--- src/rtl/controlador_contador_vaivem.sv ---
// Command-driven bidirectional counter: bounds, mode and tick prescaler are
// loaded once, then the count is started, stopped and cleared on command.
module controlador_contador_vaivem #(
  parameter int WIDTH = 4,
  parameter int DIV_W = 8
) (
  input  logic             clock,
  input  logic             reset,
  input  logic             cmd_valid,
  output logic             cmd_ready,
  input  logic [1:0]       cmd_op,
  input  logic [WIDTH-1:0] cmd_lo,
  input  logic [WIDTH-1:0] cmd_hi,
  input  logic [1:0]       cmd_mode,
  input  logic [DIV_W-1:0] cmd_div,
  output logic [WIDTH-1:0] count,
  output logic             dir,
  output logic             running,
  output logic             tick,
  output logic             bound_hit,
  output logic             done,
  output logic             err
);

  typedef enum logic [1:0] {IDLE, CFG, RUN, DONE} state_e;
  typedef enum logic [1:0] {MODE_UP, MODE_DOWN, MODE_BOUNCE, MODE_ONESHOT} mode_e;
  typedef enum logic [1:0] {OP_START, OP_STOP, OP_LOAD, OP_CLEAR} op_e;

  localparam logic [WIDTH-1:0] ONE_W = WIDTH'(1);
  localparam logic [DIV_W-1:0] ONE_D = DIV_W'(1);

  state_e           state_q;
  mode_e            mode_q;
  logic [WIDTH-1:0] lo_q, hi_q, count_q;
  logic [DIV_W-1:0] div_q, presc_q;
  logic             dir_q, tick_q, bound_q, done_q, err_q;

  logic [WIDTH-1:0] upNext, downNext, startCount_d, stepCount_d;
  logic             startDir_d, stepDir_d, stepBound_d, stepDone_d;
  logic             accept;
  op_e              op;

  assign upNext   = count_q + ONE_W;
  assign downNext = count_q - ONE_W;
  assign accept   = cmd_valid && cmd_ready;
  assign op       = op_e'(cmd_op);

  assign startCount_d = (mode_q == MODE_DOWN) ? hi_q : lo_q;
  assign startDir_d   = (mode_q == MODE_DOWN);

  // Next count for one tick; bound checks come first so nothing over/underflows.
  always_comb begin
    stepCount_d = count_q;
    stepDir_d   = dir_q;
    stepBound_d = 1'b0;
    stepDone_d  = 1'b0;
    case (mode_q)
      MODE_UP: begin
        if (count_q == hi_q) begin
          stepCount_d = lo_q;
          stepBound_d = 1'b1;
        end else begin
          stepCount_d = upNext;
        end
      end
      MODE_DOWN: begin
        if (count_q == lo_q) begin
          stepCount_d = hi_q;
          stepBound_d = 1'b1;
        end else begin
          stepCount_d = downNext;
        end
      end
      MODE_BOUNCE: begin
        if (lo_q == hi_q) begin
          stepBound_d = 1'b1;
        end else if (!dir_q) begin
          if (count_q == hi_q) begin
            stepCount_d = downNext;
            stepDir_d   = 1'b1;
            stepBound_d = 1'b1;
          end else begin
            stepCount_d = upNext;
            if (upNext == hi_q) begin
              stepDir_d   = 1'b1;
              stepBound_d = 1'b1;
            end
          end
        end else begin
          if (count_q == lo_q) begin
            stepCount_d = upNext;
            stepDir_d   = 1'b0;
            stepBound_d = 1'b1;
          end else begin
            stepCount_d = downNext;
            if (downNext == lo_q) begin
              stepDir_d   = 1'b0;
              stepBound_d = 1'b1;
            end
          end
        end
      end
      default: begin
        if (count_q == hi_q) begin
          stepDone_d = 1'b1;
        end else begin
          stepCount_d = upNext;
          stepDone_d  = (upNext == hi_q);
        end
      end
    endcase
  end

  // Control FSM; in RUN, STOP and CLEAR take precedence over a pending tick.
  always_ff @(posedge clock or posedge reset) begin
    if (reset) begin
      state_q <= IDLE;
      mode_q  <= MODE_BOUNCE;
      lo_q    <= '0;
      hi_q    <= '1;
      div_q   <= '0;
      presc_q <= '0;
      count_q <= '0;
      dir_q   <= 1'b0;
      tick_q  <= 1'b0;
      bound_q <= 1'b0;
      done_q  <= 1'b0;
      err_q   <= 1'b0;
    end else begin
      tick_q  <= 1'b0;
      bound_q <= 1'b0;
      done_q  <= 1'b0;
      err_q   <= 1'b0;
      case (state_q)
        IDLE, DONE: begin
          if (accept) begin
            case (op)
              OP_START: begin
                if (state_q == DONE) begin
                  count_q <= startCount_d;
                  dir_q   <= startDir_d;
                end
                presc_q <= '0;
                state_q <= RUN;
              end
              OP_LOAD: begin
                if (cmd_lo > cmd_hi) begin
                  err_q <= 1'b1;
                end else begin
                  lo_q    <= cmd_lo;
                  hi_q    <= cmd_hi;
                  mode_q  <= mode_e'(cmd_mode);
                  div_q   <= cmd_div;
                  state_q <= CFG;
                end
              end
              OP_CLEAR: begin
                count_q <= startCount_d;
                dir_q   <= startDir_d;
                state_q <= IDLE;
              end
              default: ;
            endcase
          end
        end
        CFG: begin
          count_q <= startCount_d;
          dir_q   <= startDir_d;
          state_q <= IDLE;
        end
        RUN: begin
          if (accept && op == OP_STOP) begin
            state_q <= IDLE;
          end else if (accept && op == OP_CLEAR) begin
            count_q <= startCount_d;
            dir_q   <= startDir_d;
            state_q <= IDLE;
          end else begin
            if (accept && op == OP_LOAD) begin
              err_q <= 1'b1;
            end
            if (presc_q == div_q) begin
              presc_q <= '0;
              tick_q  <= 1'b1;
              count_q <= stepCount_d;
              dir_q   <= stepDir_d;
              bound_q <= stepBound_d;
              done_q  <= stepDone_d;
              if (stepDone_d) begin
                state_q <= DONE;
              end
            end else begin
              presc_q <= presc_q + ONE_D;
            end
          end
        end
        default: state_q <= IDLE;
      endcase
    end
  end

  assign cmd_ready = (state_q != CFG);
  assign running   = (state_q == RUN);
  assign count     = count_q;
  assign dir       = dir_q;
  assign tick      = tick_q;
  assign bound_hit = bound_q;
  assign done      = done_q;
  assign err       = err_q;

endmodule
--- config.mk ---
export PLATFORM = sky130hd
export DESIGN_NAME = controlador_contador_vaivem
export DESIGN_NICKNAME = d
export VERILOG_FILES = /design/src/rtl/controlador_contador_vaivem.sv
export SDC_FILE = /design/constraint.sdc
export NUM_CORES = 1
export LEC_CHECK = 0
export BUFFER_PORTS_ARGS = -buffer_cell sky130_fd_sc_hd__buf_2
export CAP_MARGIN = 20
export CORE_ASPECT_RATIO = 1.5
export CORE_MARGIN = 2
export CORE_UTILIZATION = 35
export CTS_CLUSTER_SIZE = 8
export DETAILED_ROUTE_END_ITERATION = 10
export MAX_ROUTING_LAYER = met4
export PLACE_DENSITY = 0.62
export SYNTH_ARGS = -nofsm -noshare
export SYNTH_HDL_FRONTEND = slang
export SYNTH_SLANG_ARGS = --single-unit
--- constraint.sdc ---
create_clock -name clock -period 2.85 [get_ports clock]
set_clock_uncertainty 0.15 [all_clocks]
set_input_delay 0.285 -clock clock [delete_from_list [all_inputs] [get_ports clock]]
set_output_delay 0.285 -clock clock [all_outputs]
set_load 0.01 [all_outputs]
* Word level (Yosys, flattened, before mapping) *
Cells that the tools add are included.

cells by class
  add/subtract/negate cells = 3
  order comparisons = 1
  equality and inequality tests = 30
  mux-type cells = 72
  bitwise operators = 1
  reductions and logical operators = 15

operators by type and width
  cell                                                   number
  two-way mux 4 bit                                      13
  two-way mux 8 bit                                      5
  two-way mux 1 bit                                      38
  one-hot mux 4 bit (3 select lines)                     2
  equality test 4 bit                                    5
  one-hot mux 8 bit (2 select lines)                     1
  AND reduction 7 bit                                    2
  two-way mux 2 bit                                      6
  one-hot mux 2 bit (3 select lines)                     2
  equality test 2 bit, second input constant             5
  AND reduction 5 bit                                    2
  adder 8 x 1 -> 8 bit, second input constant            1
  equality test 8 bit                                    1
  inequality test 4 x 1 -> 1 bit, second input constant  2
  one-hot mux 4 bit (2 select lines)                     1
  equality test 2 x 1 -> 1 bit, second input constant    3
  logical NOT 2 bit                                      3
  inequality test 2 bit, second input constant           3
  inequality test 3 x 1 -> 1 bit, second input constant  2
  inequality test 3 x 2 -> 1 bit, second input constant  2
  inequality test 3 bit, second input constant           2
  inequality test 6 x 3 -> 1 bit, second input constant  1
  one-hot mux 1 bit (3 select lines)                     2
  adder 4 x 1 -> 4 bit, second input constant            1
  12 further kinds                                       17

word-level totals
  register bits after elaboration = 37
  bits of input ports = 23
  output and inout bits = 11
  logic and storage cells = 134

* Longest topological paths before layout *
Gate-level depths: netlist (run 1).

  depth after elaboration = 11
  gate-level depth with buffers = 10
  depth with buffers taken out = 8

* Worst setup path after synthesis (run 1) *
Ideal clock, no wire load.

  kind = flip-flop to flip-flop
  from = register count_q[0], in the netlist count[0]
  to = register count_q[3], in the netlist count[3]
  library setup time = 0.126 ns
  data arrival time = 2.136 ns
  slack = 0.438 ns
  cell stages (with the launch flop) = 9
  buffers on the path = 2
  clock period less this slack = 2.412 ns
  path through = dfrtp_1 > buf_4 > xor2_1 > or4_4 > buf_6 > mux2_4 > o32ai_2 > a31oi_1 > o32a_1

between the ends
  word-level cells in the longest chain between the ends = 9

RTL lines
  item                                          RTL line  source
  start, declared                               34        logic [WIDTH-1:0] lo_q, hi_q, count_q;
  start signal, assigned                        140       count_q <= startCount_d;
  start signal, assigned                        158       count_q <= startCount_d;
  start signal, assigned                        167       count_q <= startCount_d;
  adder 4 x 1 -> 4 bit (tied with other cells)  43        assign upNext = count_q + ONE_W;
  two-way mux 4 bit (on tied branches)          78, 90
  two-way mux 4 bit                             77        end else if (!dir_q) begin
  two-way mux 4 bit                             75        if (lo_q == hi_q) begin
  one-hot mux 4 bit (3 select lines)            57        case (mode_q)
  two-way mux 4 bit                             182       if (presc_q == div_q) begin
  two-way mux 4 bit                             174       end else if (accept && op == OP_CLEAR) begin
  two-way mux 4 bit                             172       if (accept && op == OP_STOP) begin
  one-hot mux 4 bit (3 select lines)            134       case (state_q)

Parallel ways exist; a longest one is shown, timed or not. The select of a mux whose other input is x is not followed.
A chain may end at the register's enable or synchronous reset.

* Worst setup path after layout (run 1) *
  from = register count_q[0], in the netlist count[0]
  to = register count_q[0], in the netlist count[0]

Same word-level chain as after synthesis.

==> results of run 1 <==
## kinds of logic after synthesis
family	synth area share
DFF	0.345
and+or+nand+nor	0.177
adders and majority gates	0.0463
xor gates and xnor gates	0.129
AOI/OAI and AO/OA	0.131
muxes	0.0981
buffers and inverters	0.0741
## cells in the mapped netlist, types with 3 or more instances
library cell / number / area [µm²]
dfrtp_1: 32 / 801
nand2_1: 22 / 82.6
nor2_1: 20 / 75.1
xor2_1: 20 / 175
a21oi_1: 17 / 85.1
xnor2_1: 17 / 149
inv_1: 16 / 60.1
mux2_2: 16 / 180
ha_1: 10 / 125
nor3_1: 9 / 45.0
o21ai_0: 8 / 40.0
clkbuf_1: 7 / 26.3
mux2i_1: 7 / 70.1
and3_1: 5 / 31.3
dfstp_2: 5 / 131
a31oi_1: 4 / 25.0
buf_4: 4 / 30.0
buf_6: 4 / 45.0
nor2b_1: 4 / 25.0
nor4_1: 4 / 25.0
o32a_1: 4 / 40.0
nand2b_1: 3 / 18.8
nand3_1: 3 / 15.0
nand3b_1: 3 / 22.5
o211ai_1: 3 / 22.5
## sequential cells by signal, indices dropped and copies added (netlist names)
signal and cells:
tick 1, done 1, presc_q 8, mode_q 2
err 1, count 4, lo_q 4, dir 1
bound_hit 1, div_q 8, hi_q 4, state_q 2
## how the worst max path moves through the flow
| stage | startpoint | endpoint | slack, ns | cells past startpoint |
|---|---|---|---|---|
| floorplan | count[0] | count[3] | 0.44 | 8 |
| global placement | count[2] | count[3] | 0.29 | 6 |
| detailed placement | count[2] | count[3] | 0.29 | 6 |
| CTS | count[2] | count[3] | 0.27 | 6 |
| global route | count[0] | state_q[1] | 0.14 | 7 |
| finish | count[0] | count[0] | 0.25 | 6 |
## power groups by stage
| stage | registers [mW] | logic [mW] | clock network (mW) |
|---|---|---|---|
| 2_1_floorplan | 0.901 | 1.78 | 0 |
| 3_3_place_gp | 1.06 | 2.07 | 0 |
| 3_5_place_dp | 1.07 | 2.07 | 0 |
| 4_1_cts | 1.06 | 2.09 | 0.665 |
| 5_1_grt | 1.09 | 2.30 | 0.689 |
| 6_report | 1.06 | 2.10 | 0.650 |
## worst reg2reg max path: stages, from the launching register on
cell and delay, ns:
dfrtp_1 0.50, xnor2_1 0.37, nand4_1 0.45, o22ai_1 0.36, o21ai_0 0.13, and2_2 0.25
mux2_2 0.28
## per-stage QoR
step / cell area [µm²] / total power [mW] / instances / worst slack [ns] / hold WS (ns)
3_3_place_gp: 2930 / 3.14 / 411 / 0.287 / 0.271
2_1_floorplan: 2700 / 2.68 / 285 / 0.438 / 0.244
6_report: 3120 / 3.81 / 420 / 0.251 / 0.0781
5_1_grt: 3120 / 4.08 / 420 / 0.140 / 0.0841
4_1_cts: 3120 / 3.81 / 420 / 0.269 / 0.0744
3_5_place_dp: 2930 / 3.14 / 411 / 0.290 / 0.281
## what timing repair did
item | 4_1_cts | 5_1_grt
hold endpoints to repair | 32 | 0
hold buffers | 1 | 0
gates resized for setup | 0 | 0
## metal layers
metal  up-vias  track usage
met5         -            -
met4         0        0.101
met3        21       0.0217
met2        79        0.291
met1      1099        0.191
li1       1060            -
## area by class of cell
class                   instances  area (µm²)
well taps                     102         128
flip-flops and latches         37         932
inverters                      17        63.8
fillers                       755        4440
clock inverters                 2        37.5
repair buffers                 43         243
multi-input cells             213        1580
clock buffers                   6         139
==> impl_results.md, run 1 <==
* R2r endpoint: count[0]
* Hold Crit Class: in -> reg
* Hold_sp: cmd_mode[1]
* GRT Total Usage at 0.174
* Detailed-route via count at 2,259
* R2r startpoint: count[0]
* Post-synth net total at 318
* Post-synth EDFFs at 0
* Clock Power Share at 0.171
* Register bit total from synthesis at 37
* Endpoints failing setup at 0
* Setup Crit Path Kind: reg -> reg
* FF-to-FF path depth at 6
* Clk buf depth at 2
* Largest net degree at the start of global routing at 38
* Grt ovf at 0
* Measured slew at the worst slew-check pin at 0.539 ns
* Max_slew headroom at 0.638
* Row Count at 39
* Top_reg_cell synth: dfrtp_1
* Setup Buffers After CTS at 0
* Sum Neg Setup Slack at 0 ns
* Crit path arrival time at 2.62 ns
* DIE AREA at between 8000 and 9000 µm²
* Worst hold stages at 3
* Vias in the first global route at 2,361
* CTS tree: done
* Leakage power total at about 1.4 nW
* Startpoint types: flip-flop
* R2R Setup Slk at between 0.2 and 0.3 ns
* Port Buffers at 33
* CP peak stage delay at ~0.5 ns
* Fin. max-slew vios at 0
* Cell Area, Synth at between 2000 and 3000 µm²
* Maxcap violations at 0
* Asr flop ratio synth at 1.00
* Core footprint at between 7000 and 8000 µm²
* Status: complete, no violations
* Hold Fails Final Rpt at 0
* I/O Pins at 34
* Cell-internal power at 2.17 mW
* Sw frac at 0.430
* Minimum clock period at 2.60 ns
* DP HPWL at 5120 µm
* CTS root buf: clkbuf_16
* Final RePlAce weighted congestion at roughly 0.9
* Clock-pin transition on the worst setup and hold timing paths at about 0.060 ns
* Worst Hold Path EP: mode_q[1]
* Pwr dens at 1220 nW/µm²
* Most frequent cells in the layout: 33 x buf_2, 32 x dfrtp_1, 22 x nand2_1
* Synth Area per Inst at between 9 and 10 µm²
* NetSw at between 1.5 and 2 mW
* Met3 WL at about 300 µm
* # clock sinks at 37
* CP bufs+invs at 0
* Critical-path cell list: xnor2_1, nand4_1, o22ai_1, o21ai_0, and2_2, mux2_2
* Crit-path max FO at 9
* Die Ht at 112 µm
* Seq pwr share at 0.278
* Critical Path RT at 2.87 ns
* Unrepaired setup endpoints after global routing: false
* H-tree depth at 2
* Slowest CP cell: dfrtp_1
* Ratio of cells with drive above 1 in the final layout at 0.267
* # diodes at 0
* Setup crit end kind: flip-flop
* # nets final at 350
* Top layer in use: met4
* Crit share post-route at 0.912
* Share of power burned in combinational logic at 0.551
* Sequential cell area fraction in the yosys report at 0.345
* Cells after Synth at 285
* Area Overhead vs Synth at 15.4%
* Die X-Extent at 75.8 µm
* Clock latency on the worst-skew pair at 0.28 ns
* Initial core utilization at 0.357
* Met2 wire len at 3610 µm
* Initial DRC Count at 105
* Post-Route Utilization at 0.412
* Yosys cell types at 59
* Max VDD drop at 453 µV
* Wl on met1 at 2440 µm
* Max Clk Rate at 385 MHz
* Initial DRT Pass Iterations at 4
* Via/cell ratio at 5.38
* Initial antenna violation count at 0
* WL final at 6620 µm
* Post-route DRC at 0
* Final ANT Viol Nets at 0
* Synth warn at 0
* CTS buffer count at 5
* Global-route wire length before repair at 11,000 µm
* Top delay family on crit path: simple AND/OR/NAND/NOR gates
* Routed len/inst at 15.8 µm
* Commonest non-fill, non-tap cell in the layout: buf_2
(Power assumes the default switching activity.)
==> run 2: changes to the inputs <==
--- a/config.mk
+++ b/config.mk
@@ -14,6 +14,8 @@
 export DETAILED_ROUTE_END_ITERATION = 10
 export MAX_ROUTING_LAYER = met4
 export PLACE_DENSITY = 0.62
+export RECOVER_POWER = 25
+export REMOVE_ABC_BUFFERS = 1
 export SYNTH_ARGS = -nofsm -noshare
 export SYNTH_HDL_FRONTEND = slang
 export SYNTH_SLANG_ARGS = --single-unit
==> impl_results.md, run 2 (synthesis results as in run 1) <==
* Status: complete, no violations
* Core footprint at 7560 µm²
* Regs by FF count: div_q: 8 flops, presc_q: 8 flops
* GRT Total Usage at 0.174
* Commonest non-fill, non-tap cell in the layout: dfrtp_1
* Initial DRT Pass Iterations at 4
* Final instance area at 3120 µm²
* CTS tree: done
* Area of the multi-input gates at 1580 µm²
* Setup Buffers After CTS at 0
* # diodes at 0
* Routed len/inst at approximately 16 µm
* Max VDD drop at 474 µV
* Die X-Extent at ~76 µm
* Vias in the first global route at about 2,200
* # clock sinks at 37
* Final RePlAce weighted congestion at 0.919
* Hold Crit Class: in -> reg
* Final ANT Viol Nets at 0
* I/O Pins at 34
* Initial core utilization at 0.357
* Initial DRC Count at roughly 160
* Maxcap violations at 0
* Pwr dens at 1230 nW/µm²
* Sw frac at 0.429
* Routing usage on met1 at 0.196
* R2r startpoint: count[2]
* Max Clk Rate at 403 MHz
* Clock latency on the worst-skew pair at 0.29 ns
* Seq pwr share at 0.283
* Fin. max-slew vios at 0
* Leakage power total at 1.42 nW
* Critical Path RT at 2.87 ns
* Minimum clock period at 2.48 ns
* Unrepaired setup endpoints after global routing: false
* H-tree depth at 2
* Port Buffers at 33
* Post-Route Utilization at 0.412
* Endpoints failing setup at 0
* # nets final at 351
* Initial antenna violation count at 0
* Detailed-route via count at ~2,200
* Clk buf depth at 2
* R2r endpoint: count[0]
* CTS root buf: clkbuf_16
* Most Used Layer, Global Route: met2
* Max_slew headroom at 0.350
* Cell-internal power at roughly 2.2 mW
* Grt ovf at 0
* Hold_sp: cmd_mode[0]
* DP HPWL at 5210 µm
* Register Area at between 900 and 1000 µm²
* NetSw at 1.64 mW
* Setup Crit Path Kind: reg -> reg
* Met3 track demand over resource at 0.0271
* WL final at 6750 µm
* Cts hold-fix bufs at 1
* CP startpoint: count[2]
* CP peak stage delay at 0.65 ns
* Post-DP Area at 2940 µm²
* Share of power burned in combinational logic at 0.546
* Ratio of cells with drive above 1 in the final layout at 0.254
* Global-route wire length before repair at between 10,000 and 15,000 µm
* Die Ht at 112 µm
* Hold Fails Final Rpt at 0
* End of the critical path: count[0]
* CTS buffer count at 5
* Slowest CP cell: or4_4
* Resized Gates After CTS at 0
* Clock-pin transition on the worst setup and hold timing paths at 0.06 ns
* Setup crit end kind: flip-flop
* Crit-path max FO at 11
* Startpoint types: flip-flop
* Most frequent cells in the layout: 32 x dfrtp_1, 29 x buf_2, 22 x nand2_1
* FF-to-FF path depth at 6
* Post-route DRC at 0
* Crit share post-route at 0.871
* Via/cell ratio at 5.25
* Measured slew at the worst slew-check pin at 0.975 ns
* Final Power at 3.82 mW
* Critical-path cell list: xor2_1, or4_4, mux2i_1, a21oi_1, a2bb2oi_1, mux2_2
* R2R Setup Slk at between 0.3 and 0.4 ns
* GRT met2 Usage at 0.285
* Crit path arrival time at 2.51 ns
* Largest net degree at the start of global routing at 38
* Area Overhead vs Synth at 15.3%
* DIE AREA at 8460 µm²
* Row Count at 39
* Clock Power Share at 0.171
* Fill cells at 775
## run 2: changes by cell type in the layout (fill, tap and decap cells not counted), sizes merged
cell,delta
buf,-4
clkbuf,+6
clkinvlp,-1
## run 2: worst min path at each step
| stage | endpoint | slack (ns) | depth (start not counted) |
|---|---|---|---|
| 3_5_place_dp | div_q[7] | 0.28 | 3 |
| 4_1_cts | mode_q[0] | 0.05 | 3 |
| 2_1_floorplan | mode_q[1] | 0.24 | 2 |
| 3_3_place_gp | mode_q[0] | 0.28 | 3 |
| 5_1_grt | mode_q[1] | 0.08 | 3 |
| 6_report | mode_q[0] | 0.05 | 3 |
## run 2: worst max-delay path: cells and delay by family (launching register included)
family,cells,cell delay (ns)
mux,2,0.61
compound gates,2,0.27
simple gates,1,0.65
xor+xnor,1,0.19
flops,1,0.50
## run 2: final cells by class
| cell class | instances | area share |
|---|---|---|
| multi-input cells | 213 | 0.506 |
| flip-flops and latches | 37 | 0.299 |
| repair buffers | 44 | 0.0779 |
| clock buffers | 7 | 0.0458 |
| well taps | 102 | 0.0410 |
| inverters | 17 | 0.0205 |
| clock inverters | 1 | 0.00964 |
## run 2: per-stage QoR
stage / std cells / worst slack [ns] / hold slack [ns] / setup TNS (ns)
finish: 421 / 0.367 / 0.0497 / 0
global route: 421 / 0.170 / 0.0799 / 0
CTS: 421 / 0.374 / 0.0476 / 0
detailed placement: 412 / 0.403 / 0.280 / 0
global placement: 412 / 0.422 / 0.276 / 0
floorplan: 267 / -0.722 / 0.244 / -12.23
## run 2: routing by layer
metal	wire [µm]	vias to the layer above	part of all wire
li1	-	1064	-
met1	2670	1071	0.40
met2	3520	51	0.52
met3	238	25	0.035
met4	318	0	0.047
met5	0	-	0
## run 2: power groups by stage
stage | logic, mW | registers (mW) | clock network, mW
finish | 2.09 | 1.08 | 0.655
floorplan | 1.49 | 1.04 | 0
CTS | 2.09 | 1.08 | 0.671
detailed placement | 2.08 | 1.09 | 0
global placement | 2.07 | 1.08 | 0
global route | 2.28 | 1.11 | 0.680
